--- src/rtl/conv_pool_relu_stream.sv ---
// 2x2 stride-2 max-pool of a flat convolution result, streamed out over valid/ready.
// Optional macro POOL_RELU_EN clamps each pooled value at zero.
module conv_pool_relu_stream #(
  parameter  int OUT      = 7,
  parameter  int DW       = 16,
  localparam int POOL_OUT = OUT / 2
) (
  input  logic                            clk,
  input  logic                            rst,
  input  logic                            conv_done,
  input  logic [OUT*OUT*DW-1:0]           result,
  output logic [POOL_OUT*POOL_OUT*DW-1:0] pool_result,
  output logic                            out_valid,
  input  logic                            out_ready,
  output logic [DW-1:0]                   out_data,
  output logic                            out_last,
  output logic                            busy,
  output logic                            pool_done
);

  localparam int NPOOL = POOL_OUT * POOL_OUT;
  localparam int IW    = (NPOOL > 1) ? $clog2(NPOOL) : 1;
  localparam logic [IW-1:0] LAST_IDX = IW'(NPOOL - 1);

  typedef enum logic [1:0] {
    S_IDLE   = 2'd0,
    S_POOL   = 2'd1,
    S_STREAM = 2'd2,
    S_DONE   = 2'd3
  } state_t;

  state_t                r_state;
  state_t                w_state_next;
  logic                  r_conv_done_q;
  logic [OUT*OUT*DW-1:0] r_result;
  logic [NPOOL*DW-1:0]   r_pool;
  logic [IW-1:0]         r_idx;
  logic                  r_out_valid;
  logic                  r_out_last;
  logic [DW-1:0]         r_out_data;
  logic                  r_busy;
  logic                  r_pool_done;

  logic                  w_trigger;
  logic                  w_xfer;
  logic [IW-1:0]         w_idx_inc;
  logic [DW-1:0]         w_pooled [NPOOL];
  logic [DW-1:0]         w_pool_sel;
  logic [DW-1:0]         w_stream_first;
  logic [DW-1:0]         w_stream_next;
  logic                  w_unused_result;

  function automatic logic signed [DW-1:0] smax(input logic signed [DW-1:0] a,
                                                input logic signed [DW-1:0] b);
    if (a > b) begin
      return a;
    end else begin
      return b;
    end
  endfunction

  for (genvar gr = 0; gr < POOL_OUT; gr++) begin : g_row
    for (genvar gc = 0; gc < POOL_OUT; gc++) begin : g_col
      localparam int B00 = ((2 * gr) * OUT + 2 * gc) * DW;
      localparam int B01 = B00 + DW;
      localparam int B10 = B00 + OUT * DW;
      localparam int B11 = B10 + DW;
      logic signed [DW-1:0] w_max;
      assign w_max = smax(smax(r_result[B00 +: DW], r_result[B01 +: DW]),
                          smax(r_result[B10 +: DW], r_result[B11 +: DW]));
`ifdef POOL_RELU_EN
      assign w_pooled[gr*POOL_OUT+gc] = w_max[DW-1] ? {DW{1'b0}} : w_max;
`else
      assign w_pooled[gr*POOL_OUT+gc] = w_max;
`endif
    end
  end

  // With odd OUT the last row and column of the captured copy are never read.
  assign w_unused_result = ^r_result;

  assign w_trigger      = conv_done & ~r_conv_done_q;
  assign w_xfer         = r_out_valid & out_ready;
  assign w_idx_inc      = r_idx + {{(IW-1){1'b0}}, 1'b1};
  assign w_pool_sel     = w_pooled[r_idx];
  assign w_stream_first = (NPOOL == 1) ? w_pool_sel : r_pool[DW-1:0];
  assign w_stream_next  = r_pool[int'(w_idx_inc)*DW +: DW];

  // State register
  always_ff @(posedge clk or posedge rst) begin
    if (rst) begin
      r_state <= S_IDLE;
    end else begin
      r_state <= w_state_next;
    end
  end

  // Next-state logic
  always_comb begin
    w_state_next = r_state;
    case (r_state)
      S_IDLE: begin
        if (w_trigger) begin
          w_state_next = S_POOL;
        end else begin
          w_state_next = S_IDLE;
        end
      end
      S_POOL: begin
        if (r_idx == LAST_IDX) begin
          w_state_next = S_STREAM;
        end else begin
          w_state_next = S_POOL;
        end
      end
      S_STREAM: begin
        if (w_xfer && (r_idx == LAST_IDX)) begin
          w_state_next = S_DONE;
        end else begin
          w_state_next = S_STREAM;
        end
      end
      S_DONE:  w_state_next = S_IDLE;
      default: w_state_next = S_IDLE;
    endcase
  end

  // Capture, pooling datapath and stream output registers
  always_ff @(posedge clk or posedge rst) begin
    if (rst) begin
      r_conv_done_q <= 1'b1;
      r_result      <= {(OUT*OUT*DW){1'b0}};
      r_pool        <= {(NPOOL*DW){1'b0}};
      r_idx         <= {IW{1'b0}};
      r_out_valid   <= 1'b0;
      r_out_last    <= 1'b0;
      r_out_data    <= {DW{1'b0}};
      r_busy        <= 1'b0;
      r_pool_done   <= 1'b0;
    end else begin
      r_conv_done_q <= conv_done;
      r_busy        <= (w_state_next != S_IDLE);
      case (r_state)
        S_IDLE: begin
          if (w_trigger) begin
            r_result    <= result;
            r_pool_done <= 1'b0;
            r_idx       <= {IW{1'b0}};
          end
        end
        S_POOL: begin
          r_pool[int'(r_idx)*DW +: DW] <= w_pool_sel;
          if (r_idx == LAST_IDX) begin
            r_idx       <= {IW{1'b0}};
            r_out_valid <= 1'b1;
            r_out_data  <= w_stream_first;
            r_out_last  <= (NPOOL == 1) ? 1'b1 : 1'b0;
          end else begin
            r_idx <= w_idx_inc;
          end
        end
        S_STREAM: begin
          if (w_xfer) begin
            if (r_idx == LAST_IDX) begin
              r_idx       <= {IW{1'b0}};
              r_out_valid <= 1'b0;
              r_out_data  <= {DW{1'b0}};
              r_out_last  <= 1'b0;
            end else begin
              r_idx      <= w_idx_inc;
              r_out_data <= w_stream_next;
              r_out_last <= (w_idx_inc == LAST_IDX);
            end
          end
        end
        S_DONE: begin
          r_pool_done <= 1'b1;
        end
        default: begin
          r_idx <= {IW{1'b0}};
        end
      endcase
    end
  end

  assign pool_result = r_pool;
  assign out_valid   = r_out_valid;
  assign out_data    = r_out_data;
  assign out_last    = r_out_last;
  assign busy        = r_busy;
  assign pool_done   = r_pool_done;

endmodule

--- config.mk ---
export PLATFORM = sky130hd
export DESIGN_NAME = conv_pool_relu_stream
export DESIGN_NICKNAME = d
export VERILOG_FILES = /design/src/rtl/conv_pool_relu_stream.sv
export SDC_FILE = /design/constraint.sdc
export NUM_CORES = 2
export LEC_CHECK = 0
export CORE_AREA = 2 2 374 376
export CTS_BUF_LIST = sky130_fd_sc_hd__clkbuf_8 sky130_fd_sc_hd__clkbuf_16
export DETAILED_ROUTE_END_ITERATION = 10
export DIE_AREA = 0 0 376 378
export PLACE_DENSITY_LB_ADDON = 0.2
export SYNTH_ARGS = -nofsm -noshare
export SYNTH_HDL_FRONTEND = slang
export SYNTH_SLANG_ARGS = --single-unit
--- constraint.sdc ---
create_clock -name clk -period 30.3 [get_ports clk]
set_clock_uncertainty 0.1 [all_clocks]
set_input_delay 4.545 -clock clk [delete_from_list [all_inputs] [get_ports clk]]
set_output_delay 4.545 -clock clk [all_outputs]
set_load 0.01 [all_outputs]
==> flow_metrics.py <==
metrics = {
    "run_status": {
        "status": "completed",
    },
    "critical_path": {
        "cp.required_ns": 30.89,
        "critical_path_class": "in -> async",
        "path_cells": "clkdlybuf4s50_1 > inv_8 > buf_4 > buf_4 > buf_4 > buf_4",
        "cp-end-kind": "async pin",
        "cp-startpoint": "rst",
        "cp_num_buf_inv": 6,
        "crit_slowest_cell": "buf_4",
        "worstSetupStartpointType": "input pin",
        "cp_common_cell": "buf_4",
        "ff2ff_setup_slack_ns": 23.06,
        "crit_family": "buffers and inverters",
        "crit_cells": 6,
        "slowest_delay_ns": 0.83,
        "crit_end": "r_result[314]",
        "arrival_ns": 8.90,
        "regToRegStartpoint": "r_result[623]",
        "worstReg2RegEnd": "pool_result[5]",
        "rr_worst_depth": 21,
        "crit_path_max_fanout": 105,
    },
    "global_routing": {
        "grtUsageMet1": 0.290,
        "grtUsageTotal": 0.233,
        "met3_usage": 0.0576,
        "grt_remaining_overflow": 0,
        "busiest_layer": "met2",
        "grt_max_degree": 172,
        "antenna_found_initial": 50,
        "grt_first_pass_wirelength_mm": 240,
        "grt_pass1_vias": 34500,
        "use_met2": 0.392,
    },
    "yosys": {
        "yosysTopAreaCellShare": 0.411,
        "synth-seq-area-share": 0.411,
        "yosysTopAreaCell": "dfrtp_1",
        "ys_seq_elements": 747,
        "synth_warnings": 0,
        "async_flop_share": 1.00,
        "syn-num-nets": 5344,
        "ys.flop_type": "dfrtp_1",
        "synth_edf_count": 0,
        "netlist_area_mm2": 0.0454,
        "synth.distinct_cells": 105,
        "netlist_instances": 4115,
        "yosys-top-cells-area": "dfrtp_1, mux2_2, ha_1",
        "syn_avg_cell_area_um2": 11.0,
    },
    "sta": {
        "setup_ws_ns": 21.99,
        "max_freq_mhz": 120,
        "drv_slew": 0,
        "tightest_slew_ns": 1.20,
        "rsz0062_at_grt": "false",
        "fin_crit_sh": 0.274,
        "slew_headroom": 0.203,
        "setup_violations": 0,
        "finalSetupTns_ns": 0,
        "whs_ns": 0.404,
        "finalHoldViolCount": 0,
        "period_needed_ns": 8.31,
    },
    "layout": {
        "fill_cells": 13300,
        "area_delta_synth_final_pct": 27.9,
        "layoutNonFillerInstCount": 6726,
        "drive_gt1_frac": 0.200,
        "nets": 6050,
    },
    "cts": {
        "cts_tree": "built",
        "htree_levels": 3,
        "holdBufCountCts": 0,
        "clock_sinks": 747,
        "clockBufferDepth": 3,
        "cts_made_buffers": 92,
        "path_clk_slew_ns": 0.06,
        "clock_latency_ns": 0.72,
        "cts_root_buf": "clkbuf_16",
        "cts_setup_buffers": 0,
        "post_cts_resized": 0,
    },
    "floorplanning": {
        "num_rows": 137,
        "start_util": 0.328,
        "core_mm2": 0.139,
        "boundaryPins": 952,
        "die_w_um": 376,
        "dieArea_mm2": 0.142,
        "die_height_um": 378,
    },
    "route": {
        "final_antenna_net_count": 0,
        "wirelength_mm": 168,
        "firstDrtPassIters": 6,
        "post_drt_wl_per_cell_um": 25.0,
        "drt-initial-drc-count": 2307,
        "drc": 0,
        "viasPerCell": 5.20,
        "route.vias.total": 34900,
    },
    "placed_design": {
        "post-place-ws_ns": 20.97,
        "place.gp.congestion": 0.897,
        "hpwlAfterDp_mm": 135,
        "dp_cells": 6534,
        "io_buffers": 743,
    },
    "job": {
        "max_cap_viol_count": 0,
    },
    "worst_hold_path": {
        "hp-class": "reg -> reg",
    },
}
[per-layer routing]
layer | wire length [um] | up-vias
met3 | 10800 | 271
met2 | 81000 | 997
li1 | - | 16500
met1 | 70400 | 17100
met5 | 299 | -
met4 | 5910 | 48
[how the worst min path moves through the flow]
stage                    start  depth (start not counted)  slack [ns]         endpoint
6_report         r_result[400]                          1        0.40    r_result[400]
5_1_grt          r_result[170]                          1        0.42    r_result[170]
4_1_cts          r_result[311]                          1        0.41    r_result[311]
3_5_place_dp     r_result[311]                          1        0.39    r_result[311]
3_3_place_gp   pool_result[92]                          2        0.38  pool_result[92]
2_1_floorplan    r_result[168]                          1        0.38    r_result[168]
[placed cells by master, fill, tap and decap left out, types with 79 or more instances in the layout]
| cell type | instances |
|---|---|
| a21oi_1 | 202 |
| clkbuf_16 | 93 |
| clkdlybuf4s50_1 | 743 |
| dfrtp_1 | 745 |
| ha_1 | 441 |
| inv_1 | 383 |
| mux2_2 | 679 |
| mux2i_1 | 175 |
| nand2_1 | 235 |
| nand4_1 | 79 |
| nor2_1 | 167 |
| o21ai_0 | 117 |
[synthesized netlist by cell type (all sizes together), types with 17 or more instances]
cell type  count
nand3         44
mux2i        177
clkbuf       127
nor2         170
or2           20
nor3          26
nand2b        37
nand2        235
nor4          28
mux2         684
nand4         80
nor2b         48
a41oi         42
inv          362
a211oi        41
a21o          49
buf           38
or4           17
a31oi         29
a221o         22
mux4          32
o211ai        25
a21oi        205
o21ai        173
ha           441
dfrtp        746
[flip-flops by register name, indices dropped and copies added (netlist names)]
register,flops
out_data,16
pool_done,1
pool_result,144
out_valid,1
r_conv_done_q,1
busy,1
r_idx,4
r_state,2
out_last,1
r_result,576
[cell type report]
| class | instances | area (um2) | area share |
|---|---|---|---|
| multi-input combinational | 2833 | 24600 | 0.424 |
| sequential | 747 | 18700 | 0.322 |
| timing repair buffer | 783 | 7770 | 0.134 |
| clock buffer | 110 | 2560 | 0.0441 |
| tap | 1807 | 2260 | 0.0389 |
| inverter | 364 | 1370 | 0.0236 |
| clock inverter | 62 | 746 | 0.0128 |
| antenna | 20 | 50.0 | 0.000861 |
[through the flow]
step	cell area, um2	util
finish	58100	0.419
global route	58100	0.419
CTS	58000	0.419
detailed placement	54700	0.395
global placement	54700	0.395
floorplan	45400	-
[logic make-up (layout without fill, tap and decap cells)]
family	count (synthesis)	after routing	synth area share
adder cells (fa/ha/maj)	441	441	0.121
buffers and inverters	535	1319	0.0479
XOR/XNOR	2	2	0.000386
AND/OR/NAND/NOR	763	763	0.0853
AO/OA/AOI/OAI	734	734	0.108
flip-flops	747	747	0.411
other	0	20	0
multiplexers	893	893	0.225
Power is not shown: default switching activity piles up to over one toggle a cycle in this logic, so the estimate is an artifact.
